File: config.mk
export PLATFORM = sky130hd
export DESIGN_NAME = tm_fetch
export DESIGN_NICKNAME = d
export VERILOG_FILES = /design/src/rtl/tm_pkg.sv /design/src/rtl/tm_fetch_fifo.sv /design/src/rtl/tm_fetch.sv
export SDC_FILE = /design/constraint.sdc
export NUM_CORES = 1
export LEC_CHECK = 0
export BUFFER_PORTS_ARGS = -buffer_cell sky130_fd_sc_hd__buf_2
export CAP_MARGIN = 20
export CORE_MARGIN = 8
export CORE_UTILIZATION = 50
export CTS_BUF_LIST = sky130_fd_sc_hd__clkbuf_16
export DETAILED_ROUTE_END_ITERATION = 10
export PLACE_DENSITY = 0.73
export SKIP_CTS_REPAIR_TIMING = 1
export SLEW_MARGIN = 40
export SYNTH_ARGS = -nofsm -noshare
export SYNTH_HDL_FRONTEND = slang
export SYNTH_HIERARCHICAL = 1
export SYNTH_SLANG_ARGS = --single-unit
File: constraint.sdc
create_clock -name clk -period 3.48 [get_ports clk]
set_clock_uncertainty 0.2 [all_clocks]
set_input_delay 0.174 -clock clk [delete_from_list [all_inputs] [get_ports clk]]
set_output_delay 0.174 -clock clk [all_outputs]
set_load 0.02 [all_outputs]
File: src/rtl/tm_pkg.sv
// Shared definitions for the Turing-machine fetch path and SPI read engine.
// Holds widths, the SPI read opcode and fetch FSM encodings.
package tm_pkg;

  localparam int TM_PC_W = 15;
  localparam int INSTR_W = 16;
  localparam int ADDR_W  = 16;

  localparam logic [7:0] SPI_CMD_READ = 8'h03;

  typedef enum logic [1:0] {
    FS_IDLE = 2'd0,
    FS_READ = 2'd1,
    FS_GAP  = 2'd2
  } fetch_state_e;

endpackage

File: src/rtl/tm_fetch_fifo.sv
// Prefetch FIFO: DEPTH x W, flush wins over push/pop.
// Ports: push/data_i in, pop, flush, count_o, valid_o, head_o out.
module tm_fetch_fifo
  import tm_pkg::*;
#(
  parameter int DEPTH = 2,
  parameter int W     = TM_PC_W + INSTR_W,
  localparam int AW   = (DEPTH > 1) ? $clog2(DEPTH) : 1,
  localparam int CW   = $clog2(DEPTH + 1)
) (
  input  logic          clk,
  input  logic          rst_n,
  input  logic          push_i,
  input  logic [W-1:0]  data_i,
  input  logic          pop_i,
  input  logic          flush_i,
  output logic [CW-1:0] count_o,
  output logic          valid_o,
  output logic [W-1:0]  head_o
);

  localparam logic [CW-1:0] FULL = CW'(DEPTH);

  logic [W-1:0]  mem_q [DEPTH];
  logic [AW-1:0] wr_ptr_q, wr_ptr_d;
  logic [AW-1:0] rd_ptr_q, rd_ptr_d;
  logic [CW-1:0] count_q, count_d;
  logic          do_push;
  logic          do_pop;

  assign do_pop  = pop_i && (count_q != '0);
  assign do_push = push_i && ((count_q != FULL) || do_pop);

  always_comb begin
    wr_ptr_d = wr_ptr_q;
    rd_ptr_d = rd_ptr_q;
    count_d  = count_q;
    if (flush_i) begin
      wr_ptr_d = '0;
      rd_ptr_d = '0;
      count_d  = '0;
    end else begin
      if (do_push) wr_ptr_d = wr_ptr_q + AW'(1);
      if (do_pop)  rd_ptr_d = rd_ptr_q + AW'(1);
      unique case ({do_push, do_pop})
        2'b10:   count_d = count_q + CW'(1);
        2'b01:   count_d = count_q - CW'(1);
        default: count_d = count_q;
      endcase
    end
  end

  always_ff @(posedge clk or negedge rst_n) begin
    if (!rst_n) begin
      wr_ptr_q <= '0;
      rd_ptr_q <= '0;
      count_q  <= '0;
      for (int i = 0; i < DEPTH; i++) mem_q[i] <= '0;
    end else begin
      wr_ptr_q <= wr_ptr_d;
      rd_ptr_q <= rd_ptr_d;
      count_q  <= count_d;
      if (do_push && !flush_i) mem_q[wr_ptr_q] <= data_i;
    end
  end

  assign count_o = count_q;
  assign valid_o = (count_q != '0);
  assign head_o  = valid_o ? mem_q[rd_ptr_q] : '0;

endmodule

File: src/rtl/tm_fetch.sv
// Instruction prefetch stage feeding the core from the SPI read engine.
// Ports: rd_* engine handshake, redirect_*, instr_* core valid/ready.
module tm_fetch
  import tm_pkg::*;
#(
  parameter int DEPTH    = 2,
  parameter int PC_W     = TM_PC_W,
  parameter int RESET_PC = 0
) (
  input  logic            clk,
  input  logic            rst_n,
  output logic            rd_valid_o,
  output logic [15:0]     rd_addr_o,
  input  logic            rd_done_i,
  input  logic [15:0]     rd_data_i,
  input  logic            redirect_i,
  input  logic [PC_W-1:0] redirect_pc_i,
  output logic            instr_valid_o,
  input  logic            instr_ready_i,
  output logic [15:0]     instr_o,
  output logic [PC_W-1:0] instr_pc_o
);

  localparam int W  = PC_W + INSTR_W;
  localparam int CW = $clog2(DEPTH + 1);
  localparam logic [CW-1:0] FULL = CW'(DEPTH);

  fetch_state_e    state_q, state_d;
  logic [PC_W-1:0] fpc_q, fpc_d;
  logic [PC_W-1:0] req_pc_q, req_pc_d;
  logic [15:0]     addr_q, addr_d;
  logic            stale_q, stale_d;

  logic [CW-1:0]   count;
  logic            push;
  logic            room;
  logic [PC_W-1:0] next_pc;
  logic [W-1:0]    head;

  // A redirect flushes the FIFO this cycle, so space is guaranteed and
  // a request launched now must already use the jump target.
  assign room    = redirect_i || (count < FULL);
  assign next_pc = redirect_i ? redirect_pc_i : fpc_q;

  always_comb begin
    state_d  = state_q;
    fpc_d    = fpc_q;
    req_pc_d = req_pc_q;
    addr_d   = addr_q;
    stale_d  = stale_q;
    push     = 1'b0;
    if (redirect_i) fpc_d = redirect_pc_i;
    unique case (state_q)
      FS_IDLE: begin
        if (room) begin
          state_d  = FS_READ;
          req_pc_d = next_pc;
          addr_d   = 16'({next_pc, 1'b0});
        end
      end
      FS_READ: begin
        if (rd_done_i) begin
          if (!stale_q && !redirect_i) begin
            push  = 1'b1;
            fpc_d = req_pc_q + PC_W'(1);
          end
          stale_d = 1'b0;
          state_d = FS_GAP;
        end else if (redirect_i) begin
          // Engine cannot be aborted: keep the request, drop its word.
          stale_d = 1'b1;
        end
      end
      FS_GAP: begin
        if (room) begin
          state_d  = FS_READ;
          req_pc_d = next_pc;
          addr_d   = 16'({next_pc, 1'b0});
        end else begin
          state_d = FS_IDLE;
        end
      end
      default: state_d = FS_IDLE;
    endcase
  end

  always_ff @(posedge clk or negedge rst_n) begin
    if (!rst_n) begin
      state_q  <= FS_IDLE;
      fpc_q    <= PC_W'(RESET_PC);
      req_pc_q <= '0;
      addr_q   <= '0;
      stale_q  <= 1'b0;
    end else begin
      state_q  <= state_d;
      fpc_q    <= fpc_d;
      req_pc_q <= req_pc_d;
      addr_q   <= addr_d;
      stale_q  <= stale_d;
    end
  end

  assign rd_valid_o = (state_q == FS_READ);
  assign rd_addr_o  = addr_q;

  tm_fetch_fifo #(
    .DEPTH (DEPTH),
    .W     (W)
  ) u_fifo (
    .clk     (clk),
    .rst_n   (rst_n),
    .push_i  (push),
    .data_i  ({req_pc_q, rd_data_i}),
    .pop_i   (instr_valid_o && instr_ready_i),
    .flush_i (redirect_i),
    .count_o (count),
    .valid_o (instr_valid_o),
    .head_o  (head)
  );

  assign instr_o    = head[15:0];
  assign instr_pc_o = head[W-1:16];

endmodule

==> key figures, run 1 <==
Yosys
  – Fraction of the mapped netlist area in compound gates: between 2 and 3%
  – Cell count after synthesis: 378
  – Synthesized cell area: 0.00475 mm²
  – Number of warnings issued by yosys: 6
  – Register area share after synthesis: 52.1%
  – Adder-Cell Fraction of Synth Area: less than 1%
  – Area share of and/or/nand/nor cells after synthesis: 8.79%
  – Area share of xor/xnor cells in the synthesized design: 2.58%
  – Dominant combinational cell family by area after synthesis: multiplexers
  – Synth Net Count: 415
  – Mux cell area share after synthesis: between 20% and 30%
  – Synth Area per Inst: 12.6 µm²
  – Number of distinct library cell variants in the gate-level netlist after synthesis: 36
  – Flops & latches, synth: 99

GRT
  – Global-route wire length before repair: 17.1 mm
  – Total grt overflow: 0
  – Number of global-route vias before repair: 3,290
  – Number of antenna violations at the first check in global routing: 0
  – Aggregate global-route resource usage: between 10% and 20%
  – Maximum number of pins on one net before global-route repair: 56

Worst setup path
  – Crit Reg-Reg Startpoint: u_fifo/count_o[1]$_DFFE_PN0P_
  – Data required time at the worst endpoint: 3.50 ns
  – Startpoint kind of the worst setup timing path: flip-flop
  – Endpoint of the worst-slack reg-to-reg timing path: u_fifo/mem_q[31]$_DFFE_PN0P_
  – Worst-case register-to-register setup slack: around 0.8 ns
  – Endpoint arrival time on the critical path: about 2.7 ns
  – Max Fanout on Critical Path: 32
  – CP endpoint kind: flip-flop
  – Critical path class: flip-flop to flip-flop
  – Worst Reg2Reg Path Length in Cells: 7

Finish
  – Number of nets in the layout: 523
  – Commonest non-fill, non-tap cell in the layout: sky130_fd_sc_hd__dfrtp_1
  – Area of the multi-input gates: around 0.0021 mm²
  – Fin area: a little under 0.006 mm²
  – Diode insertion count for antenna repair: 0
  – Combined flip-flop and latch cell area: 0.00248 mm²
  – Share of cells above drive strength 1: 35.0%
  – Area added between synthesis and finish: 23.5%
  – Share of the core filled with cells: 63.5%
  – Most used cells in the layout excluding fill and tap cells: sky130_fd_sc_hd__dfrtp_1, sky130_fd_sc_hd__buf_2, sky130_fd_sc_hd__mux2i_1, sky130_fd_sc_hd__nor2_1, sky130_fd_sc_hd__dlygate4sd3_1
  – Number of inserted filler cells in the final layout: between 700 and 800
  – Final std cells w/o fill: 620

Pwr
  – Post-route total power: 4.39 mW
  – Power per cell area: approximately 750 mW/mm²
  – Static leakage power: 2.79 nW
  – Peak ir drop on the vdd network: 0.597 mV

CTS
  – CTS Buf Count: 9
  – Source-to-sink clock delay at the later pin of the worst-skew pair: roughly 0.33 ns
  – Clock H-tree levels: 3
  – Root Driver: sky130_fd_sc_hd__clkbuf_16
  – Clock tree from TritonCTS: built
  – Worst-path clk slew: 0.07 ns
  – Clock tree sinks: 99
  – CTS max path bufs: 2

Routing
  – Vias/cell: 5.17
  – Pre-antenna DRT Iters: 4
  – Total Routed Length: 10.7 mm
  – Starting DRT DRC Count: 120
  – Antenna Violating Nets Remaining: 0
  – DRC errors left: 0
  – Average detailed-routed wire length per instance: about 17 µm
  – Via total after detailed routing: 3,208

Timing
  – Worst slew margin relative to its limit: 54.4%
  – Crit share post-route: 76.8%
  – Accumulated negative setup slack: 0 ns
  – Final Hold Slack: -0.0204 ns
  – Final setup fails: 0
  – RSZ-0062 raised after global routing: no
  – Transition time at the pin with the least slew margin: 0.684 ns
  – Achievable clock frequency: 374 MHz
  – Final critical-path setup slack: around 0.81 ns
  – Max-slew violation total from the final report: 0
  – Number of failing hold endpoints at the final stage: 3
  – Min Clock Period, post-route: 2.67 ns

Floorplan
  – Die Y: 113 µm
  – Die Outline Area: approximately 0.013 mm²
  – Core Region: a little over 0.009 mm²
  – Io pins: 85
  – Effective utilization at floorplan: 51.4%
  – Floorplan row count: 35
  – X dimension of the die: between 100 and 150 µm

Flow run
  – Max-cap violations: 0

Outcome
  – Outcome: finished, violations left
  – Failing checks: negative hold slack

Placed design
  – Number of buffers inserted by port buffering: between 80 and 90
  – Post-detailed-placement half-perimeter wirelength: around 7 mm
  – Placed cells: 574
  – Post-DP Area: 0.00526 mm²
  – Post-place setup slack: 0.816 ns
  – Gpl congestion: between 0.7 and 0.8

Hold path
  – Worst min path class: input port to flip-flop
  – Hold path endpoint: rd_addr_o[1]$_DFFE_PN0P_
  – Start point of the worst min-delay path: redirect_pc_i[0]
  – Cell count of the worst hold path: 3
==> cells in the mapped netlist, drive strengths merged <==
cell type / n / area, µm²
a21o: 1 / 7.51
a21oi: 20 / 100
a31oi: 1 / 6.26
and2: 4 / 25.0
and2b: 1 / 7.51
and4: 2 / 17.5
buf: 19 / 130
clkbuf: 5 / 18.8
conb: 1 / 3.75
dfrtp: 99 / 2480
ha: 1 / 12.5
inv: 4 / 15.0
mux2: 62 / 807
mux2i: 61 / 611
nand2: 4 / 15.0
nand2b: 2 / 12.5
nand3: 6 / 42.5
nand4: 5 / 31.3
nor2: 51 / 191
nor2b: 3 / 18.8
nor3: 2 / 10.0
nor3b: 2 / 15.0
nor4: 1 / 6.26
nor4b: 1 / 8.76
o21a: 1 / 7.51
o21ai: 3 / 15.0
or3: 1 / 6.26
or4b: 1 / 10.0
xnor2: 4 / 35.0
xor2: 10 / 87.6
==> flip-flops by register name (all words and copies together) (netlist names) <==
register / cells
u_fifo/mem_q: 62
fpc_q: 15
rd_addr_o: 15
state_q: 2
u_fifo/count_o: 2
stale_q: 1
u_fifo/rd_ptr_q: 1
u_fifo/wr_ptr_q: 1
==> kinds of logic (layout without fill, tap and decap cells) <==
logic type,after synthesis,in the layout
AO/OA/AOI/OAI,26,26
XOR/XNOR,14,14
flip-flops,99,99
other,1,1
multiplexers,123,123
buffers and inverters,28,141
AND/OR/NAND/NOR,86,86
adder cells (fa/ha/maj),1,1
==> critical path: stages, from the launching register on <==
cell and delay, ns:
sky130_fd_sc_hd__dfrtp_1 0.47, sky130_fd_sc_hd__nor2_2 0.13, sky130_fd_sc_hd__inv_1 0.06, sky130_fd_sc_hd__and2_1 0.21
sky130_fd_sc_hd__nor3b_1 0.38, sky130_fd_sc_hd__or4b_2 0.20, sky130_fd_sc_hd__buf_4 0.49, sky130_fd_sc_hd__mux2_2 0.40
==> metal layers <==
| layer | vias to the layer above | wire (µm) | part of all wire, % | GRT usage (%) |
|---|---|---|---|---|
| li1 | 1530 | - | - | - |
| met1 | 1594 | 5100 | 48 | 21.9 |
| met2 | 76 | 5020 | 47 | 26.2 |
| met3 | 8 | 458 | 4.3 | 4.44 |
| met4 | 0 | 80 | 0.75 | 3.91 |
| met5 | - | 0 | 0 | 0 |
==> power by group <==
part / internal, mW / total [mW] / switching (mW)
registers: 1.56 / 1.95 / 0.387
logic: 0.716 / 1.43 / 0.710
clock network: 0.568 / 1.01 / 0.445
==> area by class of cell <==
cell class | instances | share of cell area [%]
Sequential cell | 99 | 42.3
Multi-Input combinational cell | 251 | 36.3
Timing Repair Buffer | 121 | 13.3
Clock buffer | 9 | 3.84
Tap cell | 129 | 2.75
Clock inverter | 7 | 1.39
Inverter | 4 | 0.256
==> worst max path at each step <==
stage | startpoint | to | slack [ns] | cells after the start
detailed placement | u_fifo/count_o[1]$_DFFE_PN0P_ | u_fifo/mem_q[31]$_DFFE_PN0P_ | 0.82 | 7
CTS | u_fifo/count_o[1]$_DFFE_PN0P_ | u_fifo/mem_q[61]$_DFFE_PN0P_ | 0.79 | 7
global placement | u_fifo/count_o[1]$_DFFE_PN0P_ | u_fifo/mem_q[31]$_DFFE_PN0P_ | 0.88 | 7
floorplan | u_fifo/count_o[1]$_DFFE_PN0P_ | u_fifo/mem_q[32]$_DFFE_PN0P_ | 0.78 | 9
global route | u_fifo/count_o[1]$_DFFE_PN0P_ | u_fifo/mem_q[61]$_DFFE_PN0P_ | 0.65 | 7
finish | u_fifo/count_o[1]$_DFFE_PN0P_ | u_fifo/mem_q[31]$_DFFE_PN0P_ | 0.81 | 7
(Power assumes the default switching activity.)
==> run 2: changes to the inputs <==
--- a/config.mk
+++ b/config.mk
@@ -11,7 +11,7 @@
 export CORE_UTILIZATION = 50
 export CTS_BUF_LIST = sky130_fd_sc_hd__clkbuf_16
 export DETAILED_ROUTE_END_ITERATION = 10
-export PLACE_DENSITY = 0.73
+export PLACE_DENSITY = 0.76
 export SKIP_CTS_REPAIR_TIMING = 1
 export SLEW_MARGIN = 40
 export SYNTH_ARGS = -nofsm -noshare
==> constraint.sdc (replaced) <==
create_clock -name clk -period 2.3 [get_ports clk]
set_clock_uncertainty 0.2 [all_clocks]
set_input_delay 0.115 -clock clk [delete_from_list [all_inputs] [get_ports clk]]
set_output_delay 0.115 -clock clk [all_outputs]
set_load 0.02 [all_outputs]
==> key figures, run 2 (synthesized netlist as in run 1, its figures left out) <==
Hold path
  – Start point of the worst min-delay path: instr_ready_i (was redirect_pc_i[0])
  – Hold path endpoint: u_fifo/wr_ptr_q$_DFFE_PN0P_ (was rd_addr_o[1]$_DFFE_PN0P_)
  – Cell count of the worst hold path: 5 (was 3)
  – Worst min path class: input port to flip-flop (unchanged)

Pwr
  – Part of the total power dissipated in combinational logic: 32.9% (was 32.5%)
  – Fraction of power spent switching nets: 33.7% (was 35.1%)
  – Clock power frac: 24.8% (was 23.1%)
  – Power per cell area: 1120 mW/mm² (was 748 mW/mm²)
  – Internal Power: 4.57 mW (was 2.85 mW)
  – Reg power frac: 42.3% (was 44.4%)
  – Static leakage power: 2.92 nW (was 2.79 nW)
  – Peak ir drop on the vdd network: 0.624 mV (was 0.597 mV)
  – Post-route total power: 6.89 mW (was 4.39 mW)
  – Switching pwr: 2.32 mW (was 1.54 mW)

CTS
  – Source-to-sink clock delay at the later pin of the worst-skew pair: 0.34 ns (was 0.33 ns)
  – CTS Buf Count: 9 (unchanged)
  – CTS max path bufs: 2 (unchanged)
  – Clock tree sinks: 99 (unchanged)
  – Clock H-tree levels: 3 (unchanged)
  – Worst-path clk slew: 0.07 ns (about the same)
  – Clock tree from TritonCTS: built (unchanged)
  – Root Driver: sky130_fd_sc_hd__clkbuf_16 (unchanged)

Routing
  – Total Routed Length: 11.0 mm (was 10.7 mm)
  – Via total after detailed routing: 3,291 (was 3,208)
  – Pre-antenna DRT Iters: 4 (unchanged)
  – Antenna Violating Nets Remaining: 0 (unchanged)
  – Routed met1 length: 5.08 mm (was 5.10 mm)
  – Highest routed metal layer: met4 (unchanged)
  – Vias/cell: 5.18 (was 5.17)
  – Met2 routed WL: 5.33 mm (was 5.02 mm)
  – Starting DRT DRC Count: 176 (was 120)
  – Average detailed-routed wire length per instance: 17.3 µm (was 17.2 µm)
  – DRC errors left: 0 (unchanged)
  – Routed met3 length: 492 µm (was 458 µm)

Floorplan
  – Floorplan row count: 35 (unchanged)
  – Io pins: 85 (unchanged)
  – X dimension of the die: 113 µm (unchanged)
  – Die Outline Area: 0.0129 mm² (unchanged)
  – Die Y: 113 µm (unchanged)
  – Effective utilization at floorplan: 51.4% (unchanged)
  – Core Region: 0.00924 mm² (unchanged)

Timing
  – Final setup fails: 0 (unchanged)
  – Min Clock Period, post-route: 2.20 ns (was 2.67 ns)
  – Accumulated negative setup slack: 0 ns (unchanged)
  – Crit share post-route: 95.8% (was 76.8%)
  – Final critical-path setup slack: 0.0966 ns (was 0.809 ns)
  – Transition time at the pin with the least slew margin: 0.563 ns (was 0.684 ns)
  – Number of failing hold endpoints at the final stage: 0 (was 3)
  – Max-slew violation total from the final report: 0 (unchanged)
  – Achievable clock frequency: 454 MHz (was 374 MHz)
  – RSZ-0062 raised after global routing: no (unchanged)
  – Worst slew margin relative to its limit: 62.5% (was 54.4%)

Worst setup path
  – Biggest cell delay along the critical path: 0.55 ns (was 0.49 ns)
  – Cell count along the critical path: 5 (was 7)
  – Crit Reg-Reg Startpoint: state_q[1]$_DFFE_PN0P_ (was u_fifo/count_o[1]$_DFFE_PN0P_)
  – Cell family contributing the most delay on the critical path: simple AND/OR/NAND/NOR gates (unchanged)
  – Max Fanout on Critical Path: 16 (was 32)
  – Critical path class: flip-flop to flip-flop (unchanged)
  – Worst-case register-to-register setup slack: 0.1 ns (was 0.81 ns)
  – Startpoint kind of the worst setup timing path: flip-flop (unchanged)
  – Worst Reg2Reg Path Length in Cells: 5 (was 7)
  – Cell with the largest stage delay on the worst path: sky130_fd_sc_hd__or4b_4 (was sky130_fd_sc_hd__buf_4)
  – Endpoint of the worst-slack reg-to-reg timing path: u_fifo/mem_q[45]$_DFFE_PN0P_ (was u_fifo/mem_q[31]$_DFFE_PN0P_)
  – Endpoint arrival time on the critical path: 2.22 ns (was 2.69 ns)
  – CP endpoint kind: flip-flop (unchanged)
  – Data required time at the worst endpoint: 2.32 ns (was 3.50 ns)
  – Combined buffer and inverter count along the critical path: 1 (was 2)
  – Cells traversed along the worst timing path: and2b_2, nor4b_4, or4b_4, clkbuf_16, mux2_4 (was nor2_2, inv_1, and2_1, nor3b_1, or4b_2, buf_4, mux2_2)

Finish
  – Most used cells in the layout excluding fill and tap cells: sky130_fd_sc_hd__dfrtp_1, sky130_fd_sc_hd__buf_2, sky130_fd_sc_hd__mux2i_1, sky130_fd_sc_hd__nor2_1, sky130_fd_sc_hd__dlygate4sd3_1 (unchanged)
  – Share of the core filled with cells: 66.3% (was 63.5%)
  – Share of cells above drive strength 1: 36.6% (was 35.0%)
  – Fin area: 0.00613 mm² (was 0.00587 mm²)
  – Number of nets in the layout: 538 (was 523)
  – Number of inserted filler cells in the final layout: 706 (was 763)
  – Diode insertion count for antenna repair: 0 (unchanged)
  – Commonest non-fill, non-tap cell in the layout: sky130_fd_sc_hd__dfrtp_1 (unchanged)
  – Register bank with the most flops: u_fifo/mem_q (unchanged)
  – Flip-flop count of the largest register, all copies and words added: 62 (unchanged)
  – Area added between synthesis and finish: 29.0% (was 23.5%)

Outcome
  – Outcome: finished clean (was finished, violations left)

Placed design
  – Number of buffers inserted by port buffering: 83 (unchanged)
  – Gpl congestion: 0.798 (was 0.745)
  – Post-DP Area: 0.00542 mm² (was 0.00526 mm²)
  – Post-detailed-placement half-perimeter wirelength: 7.31 mm (was 6.96 mm)
  – Post-place setup slack: -0.0132 ns (was 0.816 ns)

GRT
  – Maximum number of pins on one net before global-route repair: 42 (was 56)
  – Total grt overflow: 0 (unchanged)
  – Aggregate global-route resource usage: 16.8% (was 16.5%)
  – Global-route wire length before repair: 17.4 mm (was 17.1 mm)
  – Number of global-route vias before repair: 3,407 (was 3,290)
  – Number of antenna violations at the first check in global routing: 0 (unchanged)

Flow run
  – Max-cap violations: 0 (unchanged)
[run 2: cell types whose count changed in the layout (fill, tap and decap cells not counted), moves of 2 or more]
cell,before,now
sky130_fd_sc_hd__clkinv_4,2,0
sky130_fd_sc_hd__inv_6,3,1
sky130_fd_sc_hd__buf_4,9,14
sky130_fd_sc_hd__buf_12,0,5
sky130_fd_sc_hd__dlygate4sd3_1,30,34
sky130_fd_sc_hd__bufinv_16,1,3
[run 2: worst register-to-register path, delay by kind of cell (launching register included)]
kind | cells | cell delay, ns
AND/OR/NAND/NOR | 3 | 0.99
flip-flops | 1 | 0.36
multiplexers | 1 | 0.31
buffers and inverters | 1 | 0.23
[run 2: cell type report]
| type | count | area [µm²] | area share [%] |
|---|---|---|---|
| sequential | 99 | 2480 | 40.4 |
| multi-input combinational | 251 | 2150 | 35.1 |
| timing repair buffer | 136 | 981 | 16.0 |
| clock buffer | 9 | 225 | 3.67 |
| tap | 129 | 161 | 2.63 |
| clock inverter | 7 | 115 | 1.88 |
| inverter | 4 | 15.0 | 0.245 |
[run 2: metrics by stage]
step	hold slack (ns)	cells
global route	0.143	635
finish	0.0972	635
floorplan	-0.381	378
global placement	-0.0683	584
CTS	-0.420	600
detailed placement	-0.0580	584
[run 2: metal layers]
layer	GRT usage, %	up-vias
met4	4.35	0
met2	27.7	75
met3	4.97	10
met5	0	-
met1	21.1	1649
li1	-	1557
[run 2: how the worst max path moves through the flow]
| stage | slack (ns) | from | end |
|---|---|---|---|
| floorplan | -0.24 | state_q[1]$_DFFE_PN0P_ | u_fifo/mem_q[32]$_DFFE_PN0P_ |
| global placement | 0.02 | state_q[1]$_DFFE_PN0P_ | u_fifo/mem_q[34]$_DFFE_PN0P_ |
| detailed placement | -0.01 | state_q[1]$_DFFE_PN0P_ | u_fifo/mem_q[50]$_DFFE_PN0P_ |
| CTS | -0.03 | state_q[1]$_DFFE_PN0P_ | u_fifo/mem_q[32]$_DFFE_PN0P_ |
| global route | 0.02 | state_q[1]$_DFFE_PN0P_ | u_fifo/mem_q[10]$_DFFE_PN0P_ |
| finish | 0.1 | state_q[1]$_DFFE_PN0P_ | u_fifo/mem_q[45]$_DFFE_PN0P_ |
[run 2: power groups by stage]
stage,sequential (mW),combinational [mW],clock (mW)
3_3_place_gp,2.89,2.14,0
4_1_cts,2.91,2.24,1.74
6_report,2.91,2.27,1.71
5_1_grt,3.01,2.49,1.79
3_5_place_dp,2.93,2.22,0
2_1_floorplan,2.92,1.52,0
==> run 3: changes to the inputs <==
--- a/config.mk
+++ b/config.mk
@@ -12,6 +12,7 @@
 export CTS_BUF_LIST = sky130_fd_sc_hd__clkbuf_16
 export DETAILED_ROUTE_END_ITERATION = 10
 export PLACE_DENSITY = 0.76
+export SETUP_SLACK_MARGIN = 0.15
 export SKIP_CTS_REPAIR_TIMING = 1
 export SLEW_MARGIN = 40
 export SYNTH_ARGS = -nofsm -noshare
==> key figures, run 3 (synthesized netlist as in run 1, its figures left out) <==
GRT
  – Global-route wire length before repair: 17.7 mm (was 17.4 mm)
  – Number of global-route vias before repair: 3,440 (was 3,407)
  – Number of antenna violations at the first check in global routing: 0 (unchanged)
  – Aggregate global-route resource usage: 17.1% (was 16.8%)
  – Total grt overflow: 0 (unchanged)
  – Maximum number of pins on one net before global-route repair: 62 (was 42)

Routing
  – Via total after detailed routing: 3,360 (was 3,291)
  – Antenna Violating Nets Remaining: 0 (unchanged)
  – Pre-antenna DRT Iters: 6 (was 4)
  – Total Routed Length: 11.8 mm (was 11.0 mm)
  – Vias/cell: 5.26 (was 5.18)
  – Average detailed-routed wire length per instance: 18.4 µm (was 17.3 µm)
  – Starting DRT DRC Count: 143 (was 176)
  – DRC errors left: 0 (unchanged)

Timing
  – RSZ-0062 raised after global routing: yes (was no)
  – Max-slew violation total from the final report: 0 (unchanged)
  – Worst slew margin relative to its limit: 64.7% (was 62.5%)
  – Final setup fails: 0 (unchanged)
  – Number of failing hold endpoints at the final stage: 0 (unchanged)
  – Min Clock Period, post-route: 2.20 ns (about the same)
  – Achievable clock frequency: 455 MHz (was 454 MHz)
  – Transition time at the pin with the least slew margin: 0.530 ns (was 0.563 ns)
  – Final critical-path setup slack: 0.101 ns (was 0.0966 ns)
  – Crit share post-route: 95.6% (was 95.8%)

Worst setup path
  – Endpoint arrival time on the critical path: 2.22 ns (about the same)
  – CP endpoint kind: flip-flop (unchanged)
  – Startpoint kind of the worst setup timing path: flip-flop (unchanged)
  – Critical path class: flip-flop to flip-flop (unchanged)
  – Data required time at the worst endpoint: 2.32 ns (about the same)
  – Max Fanout on Critical Path: 7 (was 16)

Floorplan
  – Core Region: 0.00924 mm² (unchanged)
  – Effective utilization at floorplan: 51.4% (unchanged)
  – X dimension of the die: 113 µm (unchanged)
  – Die Y: 113 µm (unchanged)
  – Io pins: 85 (unchanged)
  – Die Outline Area: 0.0129 mm² (unchanged)
  – Floorplan row count: 35 (unchanged)

CTS
  – CTS Buf Count: 9 (unchanged)
  – Source-to-sink clock delay at the later pin of the worst-skew pair: 0.34 ns (about the same)
  – Worst-path clk slew: 0.07 ns (about the same)
  – Clock H-tree levels: 3 (unchanged)
  – Clock tree sinks: 99 (unchanged)
  – Root Driver: sky130_fd_sc_hd__clkbuf_16 (unchanged)
  – Clock tree from TritonCTS: built (unchanged)
  – CTS max path bufs: 2 (unchanged)

Placed design
  – Post-detailed-placement half-perimeter wirelength: 7.29 mm (was 7.31 mm)
  – Number of buffers inserted by port buffering: 83 (unchanged)
  – Post-place setup slack: -0.0181 ns (was -0.0132 ns)
  – Gpl congestion: 0.762 (was 0.798)
  – Post-DP Area: 0.00539 mm² (was 0.00542 mm²)

Finish
  – Commonest non-fill, non-tap cell in the layout: sky130_fd_sc_hd__dfrtp_1 (unchanged)
  – Flip-flop count of the largest register, all copies and words added: 62 (unchanged)
  – Area added between synthesis and finish: 31.1% (was 29.0%)
  – Register bank with the most flops: u_fifo/mem_q (unchanged)
  – Diode insertion count for antenna repair: 0 (unchanged)
  – Number of nets in the layout: 542 (was 538)
  – Number of inserted filler cells in the final layout: 690 (was 706)
  – Fin area: 0.00623 mm² (was 0.00613 mm²)
  – Most used cells in the layout excluding fill and tap cells: sky130_fd_sc_hd__dfrtp_1, sky130_fd_sc_hd__buf_2, sky130_fd_sc_hd__mux2i_1, sky130_fd_sc_hd__nor2_1, sky130_fd_sc_hd__mux2_4 (was sky130_fd_sc_hd__dfrtp_1, sky130_fd_sc_hd__buf_2, sky130_fd_sc_hd__mux2i_1, sky130_fd_sc_hd__nor2_1, sky130_fd_sc_hd__dlygate4sd3_1)
  – Share of cells above drive strength 1: 38.4% (was 36.6%)

Hold path
  – Worst min path class: input port to asynchronous set/reset pin (was input port to flip-flop)

Outcome
  – Outcome: finished clean (unchanged)

Pwr
  – Peak ir drop on the vdd network: 0.666 mV (was 0.624 mV)
  – Power per cell area: 1100 mW/mm² (was 1120 mW/mm²)
  – Static leakage power: 2.94 nW (was 2.92 nW)

Flow run
  – Max-cap violations: 0 (unchanged)
-- run 3: where the power goes --
| part | leakage (nW) | switching [mW] | internal (mW) | total [mW] |
|---|---|---|---|---|
| clock network | 0.147 | 0.662 | 0.949 | 1.61 |
| logic | 1.57 | 1.12 | 1.18 | 2.30 |
| registers | 1.23 | 0.595 | 2.37 | 2.96 |
| total | 2.94 | 2.38 | 4.49 | 6.87 |
-- run 3: routing by layer --
metal	track usage, %	share of wire (%)	vias to the layer above
met3	4.17	5.5	14
met5	0	0	-
li1	-	-	1561
met4	5.15	1.6	0
met2	27.8	48	102
met1	22.2	45	1683
-- run 3: final timing paths --
| path | start | to | slack (ns) | cells after the start |
|---|---|---|---|---|
| setup / recovery | state_q[1]$_DFFE_PN0P_ | u_fifo/mem_q[45]$_DFFE_PN0P_ | 0.10 | 5 |
| hold / removal | rst_n | u_fifo/mem_q[12]$_DFFE_PN0P_ | 0.11 | 2 |
| setup reg to reg | state_q[1]$_DFFE_PN0P_ | u_fifo/mem_q[45]$_DFFE_PN0P_ | 0.10 | 5 |
| hold reg to reg | u_fifo/mem_q[6]$_DFFE_PN0P_ | u_fifo/mem_q[6]$_DFFE_PN0P_ | 0.31 | 1 |
| max in group asynchronous | rst_n | u_fifo/mem_q[22]$_DFFE_PN0P_ | 1.09 | 3 |
| min in group clk | redirect_i | u_fifo/rd_ptr_q$_DFFE_PN0P_ | 0.13 | 3 |
-- run 3: worst max-delay path, cell delays in order, from the launching register on --
cell                        delay, ns
sky130_fd_sc_hd__dfrtp_1         0.37
sky130_fd_sc_hd__and2b_2         0.22
sky130_fd_sc_hd__nor4b_4         0.21
sky130_fd_sc_hd__or4b_4          0.57
sky130_fd_sc_hd__clkbuf_16       0.21
sky130_fd_sc_hd__mux2_4          0.30
-- run 3: metrics by stage --
| stage | total power, mW | instances | hold slack [ns] | setup TNS [ns] | util (%) |
|---|---|---|---|---|---|
| global route | 7.25 | 639 | 0.150 | 0 | 67.4 |
| CTS | 6.78 | 597 | -0.430 | -1.34 | 61.7 |
| global placement | 5.02 | 581 | -0.0787 | 0 | 58.3 |
| floorplan | 4.44 | 378 | -0.381 | -7.26 | - |
| detailed placement | 5.14 | 581 | -0.0685 | -0.141 | 58.3 |
| finish | 6.87 | 639 | 0.110 | 0 | 67.4 |
-- run 3: cell type report --
cell class	instances	area, µm²	share of cell area (%)
clock inverters	7	92.6	1.49
flip-flops and latches	99	2480	39.8
clock buffers	9	225	3.61
inverters	4	15.0	0.241
multi-input cells	251	2210	35.4
well taps	129	161	2.59
repair buffers	140	1050	16.8
